**config.mk**
```make
export PLATFORM = sky130hd
export DESIGN_NAME = bcd_mod_counter
export DESIGN_NICKNAME = d
export VERILOG_FILES = /design/src/rtl/clock_pkg.sv /design/src/rtl/bcd_digit_step.sv /design/src/rtl/bcd_mod_counter.sv
export SDC_FILE = /design/constraint.sdc
export NUM_CORES = 1
export LEC_CHECK = 0
export ABC_AREA = 1
export BUFFER_PORTS_ARGS = -buffer_cell sky130_fd_sc_hd__buf_2
export CAP_MARGIN = 40
export CORE_ASPECT_RATIO = 0.8
export CORE_MARGIN = 5
export CORE_UTILIZATION = 40
export CTS_CLUSTER_DIAMETER = 100
export DETAILED_ROUTE_END_ITERATION = 8
export GPL_TIMING_DRIVEN = 1
export SYNTH_ARGS = -nofsm -noshare
export SYNTH_HDL_FRONTEND = slang
export SYNTH_SLANG_ARGS = --single-unit
```
**constraint.sdc**
```tcl
create_clock -name clk -period 2.2 [get_ports clk]
set_clock_uncertainty 0.2 [all_clocks]
set_input_delay 0.11 -clock clk [delete_from_list [all_inputs] [get_ports clk]]
set_output_delay 0.11 -clock clk [all_outputs]
set_load 0.03 [all_outputs]
```
**src/rtl/clock_pkg.sv**
```systemverilog
// Shared types and constants for the BCD time-of-day counter stages.
// Elaboration-time helpers split a binary constant into BCD digits.
package clock_pkg;

  typedef logic [3:0] bcd_digit_t;

  localparam int SEC_MODULO  = 60;
  localparam int MIN_MODULO  = 60;
  localparam int HOUR_MODULO = 24;

  function automatic bcd_digit_t to_bcd_msd(input int v);
    return bcd_digit_t'((v / 10) % 10);
  endfunction

  function automatic bcd_digit_t to_bcd_lsd(input int v);
    return bcd_digit_t'(v % 10);
  endfunction

endpackage

```
**src/rtl/bcd_digit_step.sv**
```systemverilog
// One BCD digit stepped up or down, wrapping at a digit limit.
// Purely combinational; the caller owns the register.
module bcd_digit_step
  import clock_pkg::*;
(
  input  bcd_digit_t digit_i,
  input  logic       up_i,
  input  bcd_digit_t limit_i,
  output bcd_digit_t next_o,
  output logic       wrap_o
);

  always_comb begin
    next_o = digit_i;
    wrap_o = 1'b0;
    if (up_i) begin
      if (digit_i >= limit_i) begin
        next_o = '0;
        wrap_o = 1'b1;
      end else begin
        next_o = digit_i + 4'd1;
      end
    end else begin
      if (digit_i == '0) begin
        next_o = limit_i;
        wrap_o = 1'b1;
      end else begin
        next_o = digit_i - 4'd1;
      end
    end
  end

endmodule

```
**src/rtl/bcd_mod_counter.sv**
```systemverilog
// Two-digit BCD up/down modulo counter with checked parallel load.
// Carry/borrow are registered pulses so stages chain inc <- carry.
module bcd_mod_counter
  import clock_pkg::*;
#(
  parameter int MODULO    = 60,
  parameter int RESET_VAL = 0
) (
  input  logic       clk,
  input  logic       rst,
  input  logic       inc,
  input  logic       dec,
  input  logic       load,
  input  logic [3:0] load_msd,
  input  logic [3:0] load_lsd,
  output logic [3:0] bcd_lsd,
  output logic [3:0] bcd_msd,
  output logic       carry,
  output logic       borrow,
  output logic       load_err,
  output logic       at_max
);

  if (MODULO < 2 || MODULO > 100) begin : g_bad_modulo
    $error("bcd_mod_counter: MODULO must be 2..100");
  end
  if (RESET_VAL < 0 || RESET_VAL >= MODULO) begin : g_bad_reset
    $error("bcd_mod_counter: RESET_VAL must be 0..MODULO-1");
  end

  localparam bcd_digit_t MAX_MSD = to_bcd_msd(MODULO - 1);
  localparam bcd_digit_t MAX_LSD = to_bcd_lsd(MODULO - 1);
  localparam bcd_digit_t RST_MSD = to_bcd_msd(RESET_VAL);
  localparam bcd_digit_t RST_LSD = to_bcd_lsd(RESET_VAL);
  localparam bcd_digit_t NINE    = 4'd9;

  bcd_digit_t msd_q, msd_d;
  bcd_digit_t lsd_q, lsd_d;
  logic       carry_q, carry_d;
  logic       borrow_q, borrow_d;
  logic       err_q, err_d;

  logic       do_load, do_inc, do_dec;
  logic       max_hit, zero_hit, load_ok;
  bcd_digit_t lsd_step, msd_step;
  logic       lsd_wrap, msd_wrap_unused;

  // Operations are made one-hot so the decoder below can be unique.
  assign do_load = load;
  assign do_inc  = !load && inc && !dec;
  assign do_dec  = !load && dec && !inc;

  assign max_hit  = (msd_q == MAX_MSD) && (lsd_q == MAX_LSD);
  assign zero_hit = (msd_q == '0) && (lsd_q == '0);

  assign load_ok = (load_msd <= NINE) && (load_lsd <= NINE) &&
                   ((load_msd < MAX_MSD) ||
                    ((load_msd == MAX_MSD) && (load_lsd <= MAX_LSD)));

  bcd_digit_step u_lsd_step (
    .digit_i (lsd_q),
    .up_i    (do_inc),
    .limit_i (NINE),
    .next_o  (lsd_step),
    .wrap_o  (lsd_wrap)
  );

  bcd_digit_step u_msd_step (
    .digit_i (msd_q),
    .up_i    (do_inc),
    .limit_i (NINE),
    .next_o  (msd_step),
    .wrap_o  (msd_wrap_unused)
  );

  always_comb begin
    msd_d    = msd_q;
    lsd_d    = lsd_q;
    carry_d  = 1'b0;
    borrow_d = 1'b0;
    err_d    = 1'b0;
    unique case (1'b1)
      do_load: begin
        if (load_ok) begin
          msd_d = load_msd;
          lsd_d = load_lsd;
        end else begin
          err_d = 1'b1;
        end
      end
      do_inc: begin
        if (max_hit) begin
          msd_d   = '0;
          lsd_d   = '0;
          carry_d = 1'b1;
        end else begin
          lsd_d = lsd_step;
          if (lsd_wrap) msd_d = msd_step;
        end
      end
      do_dec: begin
        if (zero_hit) begin
          msd_d    = MAX_MSD;
          lsd_d    = MAX_LSD;
          borrow_d = 1'b1;
        end else begin
          lsd_d = lsd_step;
          if (lsd_wrap) msd_d = msd_step;
        end
      end
      default: ;
    endcase
  end

  always_ff @(posedge clk) begin
    if (rst) begin
      msd_q    <= RST_MSD;
      lsd_q    <= RST_LSD;
      carry_q  <= 1'b0;
      borrow_q <= 1'b0;
      err_q    <= 1'b0;
    end else begin
      msd_q    <= msd_d;
      lsd_q    <= lsd_d;
      carry_q  <= carry_d;
      borrow_q <= borrow_d;
      err_q    <= err_d;
    end
  end

  assign bcd_msd  = msd_q;
  assign bcd_lsd  = lsd_q;
  assign carry    = carry_q;
  assign borrow   = borrow_q;
  assign load_err = err_q;
  assign at_max   = max_hit;

endmodule

```
==> run metrics <==
Area growth, synth to finish=22.29%; Tcrit/Tclk final=87.23%; n_diodes=0; TritonCTS clock tree=yes; Crit path arrival time=1.93 ns; detail-routed net length per standard cell=11.57 um; most common cell after layout, fill and taps aside=nand2_1; Clk Latency, worst-skew pair=0.28 ns; Reg-to-Reg End=bcd_msd[3]$_SDFFE_PP0P_; Final min period=1.919 ns; Starting Density=42.17%; Worst Hold End=bcd_msd[0]$_SDFFE_PP0P_; cells after synthesis=154; Startpoint Class=flop; hold depth=5; Peak VDD IR=0.2686 mV; core area=0.002462 sq mm; Sink Count=11; Die Area=0.003722 sq mm; largest family of logic cells by synthesized area=simple AND/OR/NAND/NOR gates; drt total wl=2579 um; Final TNS setup=0 ns; Placer Congestion=0.8711; Cell Area, Synth=0.001038 sq mm; Leakage=0.6117 nW; critical path class=reg2reg; most frequent cells in the layout=nand2_1, buf_2, nor2_1, nand3_1; final hold violations=0; IO buf count=24; Hold Path Origin=load_msd[0]; uppermost layer routed=met4; FMAX=521.1 MHz; Mean Syn Cell Area=6.743 sq um; CTS root buffer=clkbuf_4; Max Slew Vio Count=0; clk slew on worst S/H paths=0.08 ns; Pre-antenna DRT Iters=4; critical path fanouts, max=7; met3 routed WL=242 um; Detail Route Antenna Nets=0; synth unique cells=26; gr ovfl total=0; CP Data Required Time=2.21 ns; register bit total from synthesis=11; status=complete, no violations; fraction of the mapped netlist area in adder cells=7.229%; Rel. slew slack=74.35%; I/O pins=25; Die H=55.58 um; # nets final=207; Num CTS Buffers=3; row count=16; Synth Area in Compound Gates=16.63%; worst reg2reg path depth=9; Total GRT Usage=15.39%; RSZ-0062 raised after global routing=no; met2 wire len=1042 um; synth warn=0; initial antenna violation count=0; CTS Buffer Depth=2; width of the chip=66.97 um; Hold Path Class=in2reg; R2R setup slack=0.28 ns; number of global-route vias before repair=1,028; CTS H-Tree Depth=1; largest net degree at the start of global routing=13; layout cells sized above 1=33.16%; DRT iter0 DRCs=31; Post-Synth Simple-Gate Area=42.65%; post-synthesis mux area share=0%; Slew @ Worst Pin=0.3822 ns; dpl hpwl=2078 um; register area share after synthesis=21.20%; Vias=1,064; CP endpoint kind=flop; overall power=0.6840 mW; worst flop-to-flop path startpoint=bcd_lsd[0]$_SDFFE_PP0P_; metal1 wirelength=1266 um; first-pass GRT wire length=4491 um; Via density=4.771; DRC Markers=0; final setup vio count=0; Max-Cap Viols=0; Synth Area in XOR/XNOR=3.373%; pwr/cell area=538.6 mW/mm^2; syn_nets=173
per-stage QoR:
stage	util (%)	cell area [sq um]	setup slack (ns)	hold slack [ns]	std cells
6_report	51.58	1270	0.2809	0.01605	223
3_5_place_dp	48.07	1184	0.3230	0.1289	213
5_1_grt	51.58	1270	0.06967	0.03855	223
4_1_cts	51.58	1270	0.2826	0.01585	223
2_1_floorplan	-	1039	0.1557	-0.02756	154
3_3_place_gp	48.07	1184	0.2830	0.1258	213
what timing repair did:
action / 4_1_cts / 5_1_grt
setup buffers: 0 / 0
endpoints found under the hold margin: 9 / 0
endpoints found under the setup margin: 0 / 0
hold buffers: 6 / 0
resized for setup: 0 / 0
critical path, cell delays in order (launching register included):
cell and delay [ns]:
dfxtp_1 0.44, inv_1 0.12, ha_1 0.26, nand3_1 0.12, nand2_1 0.10, nand2_2 0.10, nand2_2 0.11, o21ai_0 0.16
nand3_1 0.12, a21oi_2 0.12
worst max path at each step:
| stage | cells after the start | endpoint | start | slack [ns] |
|---|---|---|---|---|
| after floorplan | 10 | bcd_msd[1]$_SDFFE_PP0P_ | bcd_lsd[0]$_SDFFE_PP0P_ | 0.16 |
| after global placement | 9 | bcd_msd[3]$_SDFFE_PP0P_ | bcd_lsd[0]$_SDFFE_PP0P_ | 0.28 |
| after detailed placement | 9 | bcd_msd[3]$_SDFFE_PP0P_ | bcd_lsd[0]$_SDFFE_PP0P_ | 0.32 |
| after CTS | 9 | bcd_msd[3]$_SDFFE_PP0P_ | bcd_lsd[0]$_SDFFE_PP0P_ | 0.28 |
| after global routing | 9 | bcd_msd[3]$_SDFFE_PP0P_ | bcd_lsd[0]$_SDFFE_PP0P_ | 0.07 |
| final | 9 | bcd_msd[3]$_SDFFE_PP0P_ | bcd_lsd[0]$_SDFFE_PP0P_ | 0.28 |
report_power, final:
part,leakage (nW),internal [mW],total (mW),switching (mW)
logic,0.506,0.108,0.307,0.199
clock network,0.0150,0.0704,0.141,0.0711
registers,0.0906,0.215,0.235,0.0204
area by class of cell:
cell class / count / area (sq um)
Sequential cell: 11 / 220.2
Timing Repair Buffer: 30 / 180.2
Tap cell: 36 / 45.04
Inverter: 18 / 72.57
Clock buffer: 4 / 26.28
Multi-Input combinational cell: 124 / 725.7
Fill cell: 262 / 1192
synthesized netlist by cell type:
library cell | count | area share, %
nor3_4 | 1 | 1.6
inv_2 | 7 | 2.5
nor4_1 | 1 | 0.60
nor3_1 | 2 | 0.96
nand3_2 | 1 | 0.96
a21oi_2 | 11 | 9.3
xnor2_1 | 2 | 1.7
nand2_2 | 8 | 4.8
ha_1 | 6 | 7.2
o211ai_1 | 2 | 1.4
nand4_1 | 2 | 1.2
nor2_2 | 2 | 1.2
nor2_1 | 19 | 6.9
inv_6 | 1 | 0.84
nand3_1 | 17 | 8.2
nand2_4 | 4 | 4.3
buf_12 | 1 | 1.9
o21ai_0 | 8 | 3.9
o22ai_1 | 1 | 0.60
nand3b_1 | 1 | 0.72
inv_1 | 10 | 3.6
nand2_1 | 31 | 11
dfxtp_1 | 11 | 21
o21ai_1 | 1 | 0.48
a21oi_1 | 2 | 0.96
xor2_1 | 2 | 1.7
registers in the layout, indices dropped and copies added, names as in the netlist:
| name | cells |
|---|---|
| bcd_lsd | 4 |
| carry | 1 |
| borrow | 1 |
| bcd_msd | 4 |
| load_err | 1 |
logic make-up after synthesis:
group           Yosys count
flops                    11
compound gates           25
fa+ha+maj                 6
xor+xnor                  4
simple gates             89
buf+inv                  19
routing by layer:
metal,up-vias,GRT usage (%)
li1,571,-
met1,451,22.24
met2,37,21.89
met3,5,5.051
met4,0,3.468
met5,-,0
Power figures use the tool's default switching activity.
